### config.mk
export PLATFORM = sky130hd
export DESIGN_NAME = npu_mac_sequencer
export DESIGN_NICKNAME = d
export VERILOG_FILES = /design/src/rtl/npu_mac_sequencer.sv
export SDC_FILE = /design/constraint.sdc
export NUM_CORES = 1
export LEC_CHECK = 0
export BUFFER_PORTS_ARGS = -buffer_cell sky130_fd_sc_hd__buf_2
export CAP_MARGIN = 20
export CORE_MARGIN = 2
export CORE_UTILIZATION = 55
export DETAILED_ROUTE_END_ITERATION = 6
export PLACE_DENSITY = 0.88
export SETUP_SLACK_MARGIN = 0.02
export SLEW_MARGIN = 20
export SYNTH_ARGS = -nofsm -noshare
export SYNTH_HDL_FRONTEND = slang
export SYNTH_SLANG_ARGS = --single-unit
### constraint.sdc
create_clock -name clk -period 4.95 [get_ports clk]
set_clock_uncertainty 0.05 [all_clocks]
set_input_delay 0.495 -clock clk [delete_from_list [all_inputs] [get_ports clk]]
set_output_delay 0.495 -clock clk [all_outputs]
set_load 0.05 [all_outputs]
### src/rtl/npu_mac_sequencer.sv
// npu_mac_sequencer: walks one npu_mac through a layer of M outputs, each the
// dot product of an N-entry weight row with the N-entry activation vector.
// For every output it streams N memory reads, waits for the MAC result,
// optionally applies ReLU and writes the result to output memory.
//
// Handshake note: there is no back-pressure anywhere in this block. Every
// strobe (mem_rd_en, mac_en, out_wr_en, done) is a single-cycle qualifier
// that is valid in the cycle it is high. mac_valid is accepted only in
// DRAIN; a pulse arriving in any other state is ignored.
//
// Debug: dbg_state carries the FSM state (IDLE=0, ISSUE=1, DRAIN=2,
// WRITE=3, DONE=4).
module npu_mac_sequencer #(
    parameter int DATA_WIDTH = 16,
    parameter int ADDR_WIDTH = 12
) (
    input  logic                  clk,
    input  logic                  rst,
    input  logic                  start,
    input  logic [2:0]            cfg_layer,
    input  logic [ADDR_WIDTH-1:0] cfg_vec_len,
    input  logic [ADDR_WIDTH-1:0] cfg_num_out,
    input  logic [ADDR_WIDTH-1:0] cfg_wgt_base,
    input  logic [ADDR_WIDTH-1:0] cfg_act_base,
    input  logic [ADDR_WIDTH-1:0] cfg_out_base,
    input  logic                  cfg_relu,
    output logic                  mem_rd_en,
    output logic [ADDR_WIDTH-1:0] wgt_rd_addr,
    output logic [ADDR_WIDTH-1:0] act_rd_addr,
    output logic                  mac_en,
    output logic                  start_p,
    output logic                  last_p,
    output logic [2:0]            npu_layer_in_progress,
    input  logic                  mac_valid,
    input  logic [DATA_WIDTH-1:0] mac_out,
    input  logic                  mac_overflow,
    output logic                  out_wr_en,
    output logic [ADDR_WIDTH-1:0] out_wr_addr,
    output logic [DATA_WIDTH-1:0] out_wr_data,
    output logic                  busy,
    output logic                  done,
    output logic                  ovf_flag,
    output logic [2:0]            dbg_state
);

    typedef enum logic [2:0] {
        S_IDLE  = 3'd0,
        S_ISSUE = 3'd1,
        S_DRAIN = 3'd2,
        S_WRITE = 3'd3,
        S_DONE  = 3'd4
    } state_t;

    state_t                state_q, state_d;
    logic [ADDR_WIDTH-1:0] k_q, k_d;            // product index within output
    logic [ADDR_WIDTH-1:0] o_q, o_d;            // output index
    logic [ADDR_WIDTH-1:0] n_q, n_d;            // latched vector length
    logic [ADDR_WIDTH-1:0] m_q, m_d;            // latched output count
    logic [ADDR_WIDTH-1:0] row_q, row_d;        // wgt_base + o*N, kept incrementally
    logic [ADDR_WIDTH-1:0] act_base_q, act_base_d;
    logic [ADDR_WIDTH-1:0] out_base_q, out_base_d;
    logic                  relu_q, relu_d;
    logic [2:0]            layer_q, layer_d;
    logic [DATA_WIDTH-1:0] r_q, r_d;            // MAC result captured in DRAIN
    logic                  ovf_q, ovf_d;
    logic                  mac_en_q, mac_en_d;
    logic                  start_p_q, start_p_d;
    logic                  last_p_q, last_p_d;

    logic                  issue;
    logic                  write;
    logic                  start_acc;
    logic                  k_last;

    assign issue     = (state_q == S_ISSUE);
    assign write     = (state_q == S_WRITE);
    assign start_acc = (state_q == S_IDLE) && start;
    assign k_last    = (k_q == n_q - 1'b1);

    // State and datapath registers; reset aborts any layer in flight.
    always_ff @(posedge clk) begin
        if (rst) begin
            state_q    <= S_IDLE;
            k_q        <= '0;
            o_q        <= '0;
            n_q        <= '0;
            m_q        <= '0;
            row_q      <= '0;
            act_base_q <= '0;
            out_base_q <= '0;
            relu_q     <= 1'b0;
            layer_q    <= 3'd0;
            r_q        <= '0;
            ovf_q      <= 1'b0;
            mac_en_q   <= 1'b0;
            start_p_q  <= 1'b0;
            last_p_q   <= 1'b0;
        end else begin
            state_q    <= state_d;
            k_q        <= k_d;
            o_q        <= o_d;
            n_q        <= n_d;
            m_q        <= m_d;
            row_q      <= row_d;
            act_base_q <= act_base_d;
            out_base_q <= out_base_d;
            relu_q     <= relu_d;
            layer_q    <= layer_d;
            r_q        <= r_d;
            ovf_q      <= ovf_d;
            mac_en_q   <= mac_en_d;
            start_p_q  <= start_p_d;
            last_p_q   <= last_p_d;
        end
    end

    // Next-state, counters, config latching and the sticky overflow flag.
    always_comb begin
        state_d    = state_q;
        k_d        = k_q;
        o_d        = o_q;
        n_d        = n_q;
        m_d        = m_q;
        row_d      = row_q;
        act_base_d = act_base_q;
        out_base_d = out_base_q;
        relu_d     = relu_q;
        layer_d    = layer_q;
        r_d        = r_q;
        ovf_d      = ovf_q;

        case (state_q)
            S_IDLE: begin
                if (start) begin
                    n_d        = cfg_vec_len;
                    m_d        = cfg_num_out;
                    row_d      = cfg_wgt_base;
                    act_base_d = cfg_act_base;
                    out_base_d = cfg_out_base;
                    relu_d     = cfg_relu;
                    layer_d    = cfg_layer;
                    k_d        = '0;
                    o_d        = '0;
                    // An empty layer still reports completion.
                    if ((cfg_vec_len == '0) || (cfg_num_out == '0)) begin
                        state_d = S_DONE;
                    end else begin
                        state_d = S_ISSUE;
                    end
                end
            end
            S_ISSUE: begin
                if (k_last) begin
                    k_d     = '0;
                    state_d = S_DRAIN;
                end else begin
                    k_d = k_q + 1'b1;
                end
            end
            S_DRAIN: begin
                if (mac_valid) begin
                    r_d     = mac_out;
                    state_d = S_WRITE;
                end
            end
            S_WRITE: begin
                o_d   = o_q + 1'b1;
                row_d = row_q + n_q;
                if (o_q + 1'b1 == m_q) begin
                    state_d = S_DONE;
                end else begin
                    state_d = S_ISSUE;
                end
            end
            S_DONE: begin
                layer_d = 3'd0;
                state_d = S_IDLE;
            end
            default: begin
                state_d = S_IDLE;
            end
        endcase

        // Overflow only counts while the MAC is working on this layer.
        if (start_acc) begin
            ovf_d = 1'b0;
        end else if (mac_overflow && (mac_en_q || (state_q == S_DRAIN))) begin
            ovf_d = 1'b1;
        end
    end

    // MAC control strobes trail the reads by one cycle to match memory latency.
    always_comb begin
        mac_en_d  = issue;
        start_p_d = issue && (k_q == '0);
        last_p_d  = issue && k_last;
    end

    // Output decode; addresses and data are forced to zero when not strobed.
    always_comb begin
        mem_rd_en   = issue;
        wgt_rd_addr = issue ? (row_q + k_q) : '0;
        act_rd_addr = issue ? (act_base_q + k_q) : '0;
        out_wr_en   = write;
        out_wr_addr = write ? (out_base_q + o_q) : '0;
        out_wr_data = '0;
        if (write && !(relu_q && r_q[DATA_WIDTH-1])) begin
            out_wr_data = r_q;
        end
        mac_en                = mac_en_q;
        start_p               = start_p_q;
        last_p                = last_p_q;
        npu_layer_in_progress = layer_q;
        busy                  = (state_q != S_IDLE);
        done                  = (state_q == S_DONE);
        ovf_flag              = ovf_q;
        dbg_state             = state_q;
    end

endmodule
Word-level counts from Yosys, hierarchy flattened
Index checks and enable logic that the tools add are counted.
{ "word_totals": {"register_bits": 111, "out_inout_bits": 66, "word_cells": 73} }
{ "op_classes": {"add_sub_neg": 7, "eq_ne": 9, "mux": 18, "reduce_logical": 24} }
{ "ops": {"columns": ["cell", "n"], "rows": [
  ["12-bit 2-to-1 mux", 6],
  ["12-bit case mux with 2 select lines", 3],
  ["12-bit adder", 4],
  ["12-bit zero test", 3],
  ["12-bit by 1-bit adder with 12-bit output (second input constant)", 2],
  ["12-bit == test", 2],
  ["3-bit 2-to-1 mux", 6],
  ["16-bit 2-to-1 mux", 1],
  ["3-bit case mux with 4 select lines", 1],
  ["12-bit by 1-bit subtractor with 12-bit output (second input constant)", 1],
  ["2-bit AND reduction", 5],
  ["3-bit by 2-bit == test with 1-bit output (second input constant)", 2],
  ["1-bit logical AND", 6],
  ["3-bit case mux with 2 select lines", 1],
  ["2-bit nonzero test", 3],
  ["2-bit != test (second input constant)", 2],
  ["3-bit by 1-bit == test with 1-bit output (second input constant)", 1],
  ["3-bit == test (second input constant)", 1],
  ["3-bit zero test", 1],
  ["3-bit AND reduction", 1],
  ["3-bit nonzero test", 1],
  ["1-bit logical OR", 2],
  ["2-bit by 1-bit != test with 1-bit output (second input constant)", 1],
  ["2-bit OR reduction", 1],
  ["1-bit zero test", 1]
]} }

Logic depth before layout (Yosys ltp)
{ "logic_depth": {"depth_word": 5, "mapped_depth": 10, "depth_no_buf": 10} }

Worst setup path before layout
No wires, ideal clock.
{ "synth_timing": {"path_type": "reg-to-output", "startpoint": "register k_q[0]", "endpoint": "output port act_rd_addr[8]", "t_arrival_ns": 3.110, "required_ns": 4.405, "path_slack_ns": 1.295, "stages_incl_launch_ff": 9, "n_path_buf": 0, "cell_sequence": "dfxtp_1 -> ha_1 -> fa_1 -> a21o_1 -> a21oi_1 -> o21bai_1 -> a2111o_1 -> nand3_1 -> nor3b_1"} }
{ "synth_via": {"elab_chain_len": 2} }
{ "synth_lines": {"columns": ["element", "line", "rtl"], "rows": [
  ["start, declared", "55", "logic [ADDR_WIDTH-1:0] k_q, k_d;"],
  ["start signal, assigned", "100", "k_q <= k_d;"],
  ["12-bit adder", "203", "act_rd_addr = issue ? (act_base_q + k_q) : '0;"],
  ["12-bit 2-to-1 mux", "203", null],
  ["end, declared", "29", "output logic [ADDR_WIDTH-1:0] act_rd_addr,"]
]} }
Every way passes these cells.

Worst setup path in the final report
{ "layout_timing": {"startpoint": "register k_q[1]", "endpoint": "output port wgt_rd_addr[11]"} }
{ "layout_via": {"elab_chain_len": 2} }
{ "layout_lines": {"columns": ["element", "line", "rtl"], "rows": [
  ["12-bit adder", "202", "wgt_rd_addr = issue ? (row_q + k_q) : '0;"],
  ["12-bit 2-to-1 mux", "202", null],
  ["end, declared", "28", "output logic [ADDR_WIDTH-1:0] wgt_rd_addr,"]
]} }
Every way passes these cells.

==> impl_metrics.tcl <==
set metrics [dict create \
    status "completed" \
    htreeDepth 3 \
    ys_types 64 \
    final_util_pct 64.0 \
    ctsResizeCount 0 \
    finalMaxSlewViolations 0 \
    path_max_fanout 10 \
    row_count 42 \
    gp_congestion 0.933 \
    gr-usage-met3_pct 2.73 \
    yosysWarnings 0 \
    grt_max_degree 58 \
    grt_pass1_vias 6771 \
    die_y_um 119 \
    post-route-period-util_pct 77.2 \
    antenna_found_initial 0 \
    hold_viol 0 \
    vias 7299 \
    grt_pass1_wl_mm 32.7 \
    cp.arrival_ns 3.28 \
    dp_hpwl_mm 14.4 \
    worstSkewPairLatency_ns 0.36 \
    drtPass1Iterations 5 \
    p_leak_nw 3.70 \
    cts.clk_slew.worst_paths_ns 0.08 \
    routed_wl_mm 19.8 \
    die_area_um2 14200 \
    cellPowerDensity_nw_per_um2 265 \
    ir_drop_mv 0.137 \
    die_x_um 119 \
    synth_ff_type "dfxtp_1" \
    fmaxAchievable_mhz 262 \
    hold_buffers 0 \
    core_area_um2 13100 \
    relSlewSlack_pct 35.6 \
    tightest_slew_ns 0.966 \
    place_ws_ns 1.61 \
    grt_busiest_layer "met2" \
    endpoint_kind "output pin" \
    drive_gt1_share_pct 16.9 \
    io_pins 151 \
    drt_iter0_markers 495 \
    grt_overflow 0 \
    avgRoutedWirePerCell_um 15.7 \
    antenna_left 0 \
    grt_use_met2_pct 47.4 \
    cts_buffer_depth 2 \
    port_buffers 150 \
    final_common_cell "nand2_1" \
    diodes 0 \
    timing.final.ws_setup_ns 1.13 \
    syn_inst 972 \
    final_net_count 1217 \
    cts_tree "built" \
    grt_use_met1_pct 36.3 \
    postSynthAreaPerCell_um2 7.49 \
    layout_common_cells "nand2_1 (186), buf_2 (149), a21oi_1 (115)" \
    synth-seq-cells 111 \
    rsz0062_at_grt "false" \
    setup_viol 0 \
    start_kind "flop" \
    numCtsBuffers 9 \
    crit_type "flop to output pin" \
    cap_violations 0 \
    areaGrowthSynthToFinish_pct 15.0 \
    cts_setup_buffers 0 \
    hold_path.class "input pin to flop" \
    clockRootBuffer "clkbuf_16" \
    finalSetupTns_ns 0 \
    initial_core_util_pct 55.7 \
    via_per_inst 5.79 \
    critPathRequiredTime_ns 4.41 \
    final.min_clock_period_ns 3.82 \
    synth_nets 1109 \
    syn_area_um2 7280 \
    cts.sinks 111 \
    drc 0 \
    seq_area_frac_synth_pct 30.5 \
    synthArstFlopShare_pct 0 \
    track_usage_pct 28.0 \
    synth_edf_count 0 \
]
cell families (layout without fill, tap and decap cells):
family / count (synthesis) / in the layout / synth area share, %
multiplexers: 5 / 5 / 0.704
AND/OR/NAND/NOR: 431 / 431 / 27.6
XOR/XNOR: 70 / 70 / 8.42
AO/OA/AOI/OAI: 226 / 226 / 19.2
flip-flops: 111 / 111 / 30.5
buffers and inverters: 77 / 190 / 4.21
adder cells (fa/ha/maj): 52 / 52 / 9.35
state kept, by name, indices dropped and copies added (netlist names), 3 cells and up:
signal                 count
row_q                     12
dbg_state                  3
k_q                       12
act_base_q                12
n_q                       12
o_q                       12
r_q                       16
out_base_q                12
npu_layer_in_progress      3
m_q                       12
worst max-delay path, cell delays in order (launching register included):
cell and delay [ns]:
dfxtp_1 0.63, ha_1 0.33, a21o_1 0.16, a21o_1 0.21, a2111oi_0 0.63, nor3_1 0.17, nor3_1 0.27, o21ai_0 0.12
a21oi_1 0.12, buf_2 0.28
final timing paths:
path / slack (ns) / to / cells after the start / start
min reg2reg: 0.40 / r_q[8] / 2 / r_q[8]
max reg2reg: 1.82 / dbg_state[0] / 9 / n_q[1]
max: 1.13 / wgt_rd_addr[11] / 9 / k_q[1]
min: 0.31 / out_base_q[1] / 3 / cfg_out_base[1]
per-layer routing:
metal | up-vias | wire length, um
li1 | 3621 | -
met1 | 3366 | 8530
met2 | 266 | 9600
met3 | 46 | 1170
met4 | 0 | 507
met5 | - | 0
where the power goes:
group / switching (mW) / internal, mW
sequential: 0.0517 / 0.937
combinational: 0.296 / 0.168
clock: 0.361 / 0.405
through the flow:
step | cells | hold slack (ns) | instance area, um^2 | power [mW]
2_1_floorplan | 972 | 0.382 | 7280 | 1.34
3_3_place_gp | 1245 | 0.387 | 8060 | 1.45
3_5_place_dp | 1245 | 0.392 | 8060 | 1.46
4_1_cts | 1261 | 0.307 | 8370 | 2.23
5_1_grt | 1261 | 0.310 | 8380 | 2.32
6_report | 1261 | 0.313 | 8380 | 2.22
synth_stat cells (5+ instances only):
cell      number  area (um^2)
o21a_1        10         75.1
a21oi_1      115          576
xor2_1        29          254
a21o_1        15          113
nand2_1      187          702
a31oi_1        5         31.3
nand2b_1       5         31.3
ha_1          48          601
dfxtp_1      111         2220
and2_1        26          163
o21ai_0       26          130
a211oi_1       7         52.6
xnor2_1       41          359
nor3_1        25          125
and3_1         9         56.3
nand3_1       39          195
buf_1          5         18.8
inv_1         19         71.3
clkbuf_1      48          180
nor4_1        12         75.1
nor2_1        80          300
or3_1          9         56.3
nand4_1       11         68.8
a311oi_1       7         61.3
layout make-up:
type,instances,area [um^2]
clock inverter,7,88.8
clock buffer,9,225
sequential,111,2220
inverter,20,75.1
fill,1137,4710
timing repair buffer,154,783
multi-input combinational,784,4760
tap,176,220
No activity file was read; power rests on OpenSTA's default activity.
